## src/rtl/smm_pkg.sv

```systemverilog
// Shared types and constants for the sparse matrix multiplier CSR packer.
package smm_pkg;

  localparam int unsigned N_DIM = 32;
  localparam int unsigned ROW_W = 5;
  localparam int unsigned COL_W = 5;
  localparam int unsigned VAL_W = 9;
  localparam int unsigned PTR_W = 7;

  typedef enum logic [2:0] {
    ST_IDLE,
    ST_COLLECT,
    ST_SCAN,
    ST_EMIT_PTR,
    ST_EMIT_ENT
  } state_e;

  typedef struct packed {
    logic [COL_W-1:0] col;
    logic [VAL_W-1:0] val;
  } entry_t;

endpackage

```

## src/rtl/smm_csr_entry_buf.sv

```systemverilog
// Nonzero entry store: single write port with auto-incrementing pointer,
// indexed combinational read.
module smm_csr_entry_buf
  import smm_pkg::*;
#(
  parameter int unsigned DEPTH = 64
) (
  input  logic             clk,
  input  logic             rst_n,
  input  logic             clr_i,
  input  logic             wr_en_i,
  input  entry_t           wr_data_i,
  input  logic [PTR_W-1:0] rd_idx_i,
  output entry_t           rd_data_c,
  output logic [PTR_W-1:0] wp_o,
  output logic             full_c
);

  localparam int unsigned AW = $clog2(DEPTH);

  entry_t           mem_q [DEPTH];
  logic [PTR_W-1:0] wp_q;
  logic [PTR_W-1:0] wp_d;
  logic             wr_ok;

  assign full_c    = (wp_q == PTR_W'(DEPTH));
  assign wr_ok     = wr_en_i && !full_c;
  assign wp_o      = wp_q;
  assign rd_data_c = mem_q[AW'(rd_idx_i)];

  always_comb begin
    wp_d = wp_q;
    if (clr_i) begin
      wp_d = '0;
    end else if (wr_ok) begin
      wp_d = wp_q + PTR_W'(1);
    end
  end

  always_ff @(posedge clk or negedge rst_n) begin
    if (!rst_n) begin
      wp_q <= '0;
    end else begin
      wp_q <= wp_d;
    end
  end

  // Storage needs no reset: only entries below wp are ever read.
  always_ff @(posedge clk) begin
    if (wr_ok) begin
      mem_q[AW'(wp_q)] <= wr_data_i;
    end
  end

endmodule

```

## src/rtl/smm_csr_packer.sv

```systemverilog
// Packs a row-major COO result burst into a CSR image streamed over valid/ready.
// Optional input-order checking is enabled by defining SMM_CSR_ORDER_CHECK_EN.
module smm_csr_packer
  import smm_pkg::*;
#(
  parameter int unsigned MAX_NNZ = 64
) (
  input  logic             clk,
  input  logic             rst_n,
  input  logic             in_valid,
  input  logic [ROW_W-1:0] in_row,
  input  logic [COL_W-1:0] in_col,
  input  logic [VAL_W-1:0] in_val,
  output logic             out_valid,
  input  logic             out_ready,
  output logic             out_sel,
  output logic [PTR_W-1:0] out_idx,
  output logic [VAL_W-1:0] out_val,
  output logic             out_last,
  output logic             overflow,
  output logic             order_err
);

  localparam int unsigned PIDX_W = 6;

  state_e           state_q, state_d;
  logic [PTR_W-1:0] cnt_q [N_DIM];
  logic [PTR_W-1:0] cnt_d [N_DIM];
  logic [PTR_W-1:0] acc_q, acc_d;
  logic [ROW_W-1:0] scan_idx_q, scan_idx_d;
  logic [PIDX_W-1:0] pidx_q, pidx_d;
  logic [PTR_W-1:0] eidx_q, eidx_d;
  logic             out_valid_q, out_valid_d;
  logic             out_sel_q, out_sel_d;
  logic [PTR_W-1:0] out_idx_q, out_idx_d;
  logic [VAL_W-1:0] out_val_q, out_val_d;
  logic             out_last_q, out_last_d;
  logic             overflow_q, overflow_d;

  logic             take, nz, store, xfer, done, have_word, load;
  logic             buf_full;
  logic [PTR_W-1:0] buf_wp;
  entry_t           buf_rd;

  assign take  = in_valid && (state_q == ST_IDLE || state_q == ST_COLLECT);
  assign nz    = (in_val != '0);
  assign store = take && nz && !buf_full;
  assign xfer  = out_valid_q && out_ready;
  assign done  = xfer && out_last_q;

  // A new word may enter the output register when it is empty or draining.
  assign have_word = (state_q == ST_EMIT_PTR && pidx_q <= PIDX_W'(N_DIM)) ||
                     (state_q == ST_EMIT_ENT && eidx_q < buf_wp);
  assign load      = have_word && (!out_valid_q || out_ready);

  smm_csr_entry_buf #(.DEPTH(MAX_NNZ)) u_buf (
    .clk       (clk),
    .rst_n     (rst_n),
    .clr_i     (done),
    .wr_en_i   (take && nz),
    .wr_data_i ('{col: in_col, val: in_val}),
    .rd_idx_i  (eidx_q),
    .rd_data_c (buf_rd),
    .wp_o      (buf_wp),
    .full_c    (buf_full)
  );

  always_ff @(posedge clk or negedge rst_n) begin
    if (!rst_n) begin
      state_q <= ST_IDLE;
    end else begin
      state_q <= state_d;
    end
  end

  always_comb begin
    state_d = state_q;
    unique case (state_q)
      ST_IDLE:     if (in_valid) state_d = ST_COLLECT;
      ST_COLLECT:  if (!in_valid) state_d = ST_SCAN;
      ST_SCAN:     if (scan_idx_q == ROW_W'(N_DIM - 1)) state_d = ST_EMIT_PTR;
      ST_EMIT_PTR: begin
        if (load && pidx_q == PIDX_W'(N_DIM) && buf_wp != '0) begin
          state_d = ST_EMIT_ENT;
        end else if (done) begin
          state_d = ST_IDLE;
        end
      end
      ST_EMIT_ENT: if (done) state_d = ST_IDLE;
      default:     state_d = ST_IDLE;
    endcase
  end

  // Counters, in-place prefix sum (cnt becomes ptr) and output word register.
  always_comb begin
    cnt_d       = cnt_q;
    acc_d       = acc_q;
    scan_idx_d  = scan_idx_q;
    pidx_d      = pidx_q;
    eidx_d      = eidx_q;
    out_valid_d = out_valid_q;
    out_sel_d   = out_sel_q;
    out_idx_d   = out_idx_q;
    out_val_d   = out_val_q;
    out_last_d  = out_last_q;
    overflow_d  = overflow_q;

    if (done) begin
      cnt_d      = '{default: '0};
      acc_d      = '0;
      scan_idx_d = '0;
      pidx_d     = '0;
      eidx_d     = '0;
    end

    if (state_q == ST_IDLE && in_valid) overflow_d = 1'b0;
    if (take && nz && buf_full) overflow_d = 1'b1;
    if (store) cnt_d[in_row] = cnt_q[in_row] + PTR_W'(1);

    if (state_q == ST_SCAN) begin
      cnt_d[scan_idx_q] = acc_q;
      acc_d             = acc_q + cnt_q[scan_idx_q];
      scan_idx_d        = scan_idx_q + ROW_W'(1);
    end

    if (xfer) begin
      out_valid_d = 1'b0;
      if (out_last_q) out_last_d = 1'b0;
    end

    if (load) begin
      out_valid_d = 1'b1;
      if (state_q == ST_EMIT_PTR) begin
        out_sel_d  = 1'b0;
        out_val_d  = '0;
        out_idx_d  = (pidx_q == PIDX_W'(N_DIM)) ? acc_q : cnt_q[pidx_q[ROW_W-1:0]];
        out_last_d = (pidx_q == PIDX_W'(N_DIM)) && (buf_wp == '0);
        pidx_d     = pidx_q + PIDX_W'(1);
      end else begin
        out_sel_d  = 1'b1;
        out_idx_d  = PTR_W'(buf_rd.col);
        out_val_d  = buf_rd.val;
        out_last_d = (eidx_q == buf_wp - PTR_W'(1));
        eidx_d     = eidx_q + PTR_W'(1);
      end
    end
  end

  always_ff @(posedge clk or negedge rst_n) begin
    if (!rst_n) begin
      cnt_q       <= '{default: '0};
      acc_q       <= '0;
      scan_idx_q  <= '0;
      pidx_q      <= '0;
      eidx_q      <= '0;
      out_valid_q <= 1'b0;
      out_sel_q   <= 1'b0;
      out_idx_q   <= '0;
      out_val_q   <= '0;
      out_last_q  <= 1'b0;
      overflow_q  <= 1'b0;
    end else begin
      cnt_q       <= cnt_d;
      acc_q       <= acc_d;
      scan_idx_q  <= scan_idx_d;
      pidx_q      <= pidx_d;
      eidx_q      <= eidx_d;
      out_valid_q <= out_valid_d;
      out_sel_q   <= out_sel_d;
      out_idx_q   <= out_idx_d;
      out_val_q   <= out_val_d;
      out_last_q  <= out_last_d;
      overflow_q  <= overflow_d;
    end
  end

  assign out_valid = out_valid_q;
  assign out_sel   = out_sel_q;
  assign out_idx   = out_idx_q;
  assign out_val   = out_val_q;
  assign out_last  = out_last_q;
  assign overflow  = overflow_q;

`ifdef SMM_CSR_ORDER_CHECK_EN
  logic             order_err_q, order_err_d;
  logic             prev_vld_q, prev_vld_d;
  logic [ROW_W-1:0] prev_row_q, prev_row_d;
  logic [COL_W-1:0] prev_col_q, prev_col_d;

  // Compare each stored nonzero against the previously stored coordinate.
  always_comb begin
    order_err_d = order_err_q;
    prev_vld_d  = prev_vld_q;
    prev_row_d  = prev_row_q;
    prev_col_d  = prev_col_q;
    if (state_q == ST_IDLE && in_valid) begin
      order_err_d = 1'b0;
      prev_vld_d  = 1'b0;
    end
    if (store) begin
      if (state_q == ST_COLLECT && prev_vld_q &&
          (in_row < prev_row_q || (in_row == prev_row_q && in_col <= prev_col_q))) begin
        order_err_d = 1'b1;
      end
      prev_vld_d = 1'b1;
      prev_row_d = in_row;
      prev_col_d = in_col;
    end
  end

  always_ff @(posedge clk or negedge rst_n) begin
    if (!rst_n) begin
      order_err_q <= 1'b0;
      prev_vld_q  <= 1'b0;
      prev_row_q  <= '0;
      prev_col_q  <= '0;
    end else begin
      order_err_q <= order_err_d;
      prev_vld_q  <= prev_vld_d;
      prev_row_q  <= prev_row_d;
      prev_col_q  <= prev_col_d;
    end
  end

  assign order_err = order_err_q;
`else
  assign order_err = 1'b0;
`endif

endmodule
```

## config.mk

```make
export PLATFORM = sky130hd
export DESIGN_NAME = smm_csr_packer
export DESIGN_NICKNAME = d
export VERILOG_FILES = /design/src/rtl/smm_pkg.sv /design/src/rtl/smm_csr_entry_buf.sv /design/src/rtl/smm_csr_packer.sv
export SDC_FILE = /design/constraint.sdc
export NUM_CORES = 2
export LEC_CHECK = 0
export CORE_MARGIN = 1
export CORE_UTILIZATION = 57
export CTS_CLUSTER_SIZE = 20
export DETAILED_ROUTE_END_ITERATION = 10
export PLACE_DENSITY_LB_ADDON = 0.2
export SLEW_MARGIN = 20
export SYNTH_ARGS = -nofsm -noshare
export SYNTH_HDL_FRONTEND = slang
export SYNTH_HIERARCHICAL = 1
export SYNTH_SLANG_ARGS = --single-unit
```

## constraint.sdc

```tcl
create_clock -name clk -period 3.7 [get_ports clk]
set_clock_uncertainty 0.05 [all_clocks]
set_input_delay 0.925 -clock clk [delete_from_list [all_inputs] [get_ports clk]]
set_output_delay 0.925 -clock clk [all_outputs]
set_load 0.05 [all_outputs]
```

==> flow_summary.toml <==
[run_status]
status = "complete, no violations"

[clocking]
postCtsHoldBufs = 0
clockBufferDepth = 3
clk_pin_slew_ns = 0.07
cts_htree_levels = 3
numCtsBuffers = 115
cts_resized = 0
cts_sinks = 1175
post_cts_buffers = 0
clk_latency_ns = 0.73
cts_tree = "yes"
ctsRootBufferMaster = "clkbuf_16"

[placement]
dp.final_hpwl_um = 127400
dp_worst_setup_slack_ns = -0.4671
routabilityCongestion = 1.101
portBuffers = 42
place_inst = 5343

[sta]
fmax_mhz = 274.6
slew_viol_final = 0
finalHoldViolCount = 0
period_share = 0.9841
tightest_slew_ns = 1.033
rsz0062_at_grt = "no"
setup_viol = 0
fin_ws_ns = 0.05871
hold-worst-slack_ns = 0.1453
slew_headroom = 0.3109
post-route-min-period_ns = 3.641

[power_and_ir_drop]
power.density_nw_per_um2 = 683.1
leakage_nw = 22.54
ir_drop_mv = 0.6998

[critical_path]
cp.required_ns = 4.29
startpoint_type = "flop"
crit_type = "flop to flop"
cp.arrival_ns = 4.23
path_max_fanout = 10
critPathCaptureType = "flop"

[floorplan]
die_w_um = 314.3
rows = 114
num_io_pins = 44
start_util = 0.5750
core-area_sq_um = 96710
die_h_um = 314.3
dieArea_sq_um = 98810

[synth]
avgSynthCellArea_sq_um = 14.58
synth-seq-cells = 1175
synthCells = 3815
yosys.area.top_type = "edfxtp_1"
synth_area_leaders = "edfxtp_1 (48%), dfrtp_1 (13%), mux4_2 (12%)"
synth_edf_count = 896
synth.top_cell.area_share = 0.4838
yosysSeqAreaShare = 0.6094
synth.distinct_cells = 96
synth_async_sr_flop_share = 0.2374
syn_area_sq_um = 55610
synth_warnings = 6
synth_flop_cell = "edfxtp_1"
synth_fp_nets = 3864

[final_layout]
syn_to_final_growth_pct = 17.06
mostFrequentLayoutCells = "edfxtp_1 (896), buf_4 (412), nand2_1 (324), nor2_1 (323), mux4_2 (298)"
layout_commonest_cell = "edfxtp_1"
stdcell_count = 5563
postLayoutCoreUtil = 0.6731
nFillCells = 6626
drive_gt1_frac = 0.2669
finalNetCount = 4233
multi_input_area_sq_um = 20020
layout.area.seq_sq_um = 33910

[global_route]
grt_max_degree = 100
first_global_vias = 37720
track_usage = 0.3791
antenna_found_initial = 7
grt.overflow.total = 0
grt_pass1_wl_um = 267800

[drt]
drtIter0Drc = 5474
final_antenna_net_count = 0
drt_pass1_iterations = 7
routed_wl_um = 185800
via_per_inst = 6.967
dr_total_vias = 38760
post_drt_wl_per_cell_um = 33.40
drc = 0

[run]
drv_cap = 0

[hold_path]
hold_path.class = "input port to async pin"
==> worst paths after layout <==
path / startpoint / endpoint / slack [ns] / cells past startpoint
max: scan_idx_q[0] / acc_q[6] / 0.06 / 13
min: rst_n / cnt_q[95] / 0.15 / 1
max reg2reg: scan_idx_q[0] / acc_q[6] / 0.06 / 13
min reg2reg: out_idx[3] / out_idx[3] / 0.45 / 2
max in group asynchronous: rst_n / cnt_q[218] / 2.52 / 2
min in group clk: out_idx[3] / out_idx[3] / 0.45 / 2
==> power by group <==
group / switching (mW) / internal [mW] / leakage, nW
clock: 5.21 / 7.08 / 1.91
combinational: 9.26 / 5.83 / 9.11
sequential: 1.62 / 15.5 / 11.5
==> critical path, cell delays in order, from the launching register on <==
cell and delay, ns:
dfrtp_4 0.43, buf_12 0.18, mux4_2 0.68, a22oi_2 0.25
buf_4 0.14, nand4_1 0.16, ha_2 0.24, fa_1 0.40
a21o_1 0.18, a21oi_2 0.15, o21ai_0 0.13, xnor2_1 0.15
or3_1 0.31, nand3_1 0.07
==> cells in the mapped netlist (all sizes together) (10+ instances only) <==
| master | number |
|---|---|
| o211ai | 13 |
| o21ai | 132 |
| o221ai | 30 |
| ha | 25 |
| a211oi | 10 |
| a311oi | 18 |
| nor2b | 19 |
| buf | 143 |
| xnor2 | 12 |
| a21oi | 104 |
| mux2i | 154 |
| and3 | 46 |
| nor4 | 29 |
| nand2 | 329 |
| a22oi | 58 |
| a221oi | 36 |
| nor2 | 326 |
| edfxtp | 896 |
| dfrtp | 279 |
| xor2 | 10 |
| nand3 | 75 |
| nor3 | 34 |
| o22ai | 125 |
| mux4 | 329 |
| and2 | 13 |
| or3 | 11 |
| clkbuf | 160 |
| a32oi | 19 |
| inv | 22 |
| a31oi | 106 |
| mux2 | 51 |
| nand4 | 57 |
==> state kept, by name, indices dropped and copies added (netlist names), 5 cells and up <==
| signal | cells |
|---|---|
| out_val | 9 |
| cnt_q | 224 |
| eidx_q | 7 |
| acc_q | 7 |
| scan_idx_q | 5 |
| pidx_q | 6 |
| out_idx | 7 |
| u_buf/mem_q | 896 |
| u_buf/wp_o | 7 |
==> area by class of cell <==
class	instances	area share
inverters	23	0.001326
well taps	1276	0.02453
multi-input cells	2312	0.3075
repair buffers	557	0.08500
clock inverters	69	0.01332
clock buffers	150	0.04732
diodes	1	0.00003844
flip-flops and latches	1175	0.5210
==> per-stage QoR <==
step | power, mW | cell area, sq um | setup TNS [ns]
5_1_grt | 45.42 | 65090 | 0
3_5_place_dp | 31.68 | 61110 | -112.51
2_1_floorplan | 24.50 | 55650 | 0
4_1_cts | 43.89 | 65060 | 0
3_3_place_gp | 31.53 | 61090 | -107.75
6_report | 44.46 | 65090 | 0
==> cells by family (layout without fill, tap and decap cells) <==
logic type | count (synthesis) | count (layout) | share of synthesized area
muxes | 534 | 534 | 0.1734
and+or+nand+nor | 1001 | 1001 | 0.08782
DFF | 1175 | 1175 | 0.6094
buffers and inverters | 328 | 799 | 0.03202
AOI/OAI and AO/OA | 728 | 728 | 0.08773
adders and majority gates | 26 | 26 | 0.005985
other | 1 | 2 | 0.00006744
xor gates and xnor gates | 22 | 22 | 0.003600
==> per-layer routing <==
layer,track usage,share of wire,vias to the layer above
met5,0,0.00021,-
met2,0.5925,0.47,2533
li1,-,-,15990
met1,0.4977,0.36,19640
met4,0.2220,0.070,8
met3,0.07536,0.097,584
Note: power is estimated with default switching activity, not from simulation.
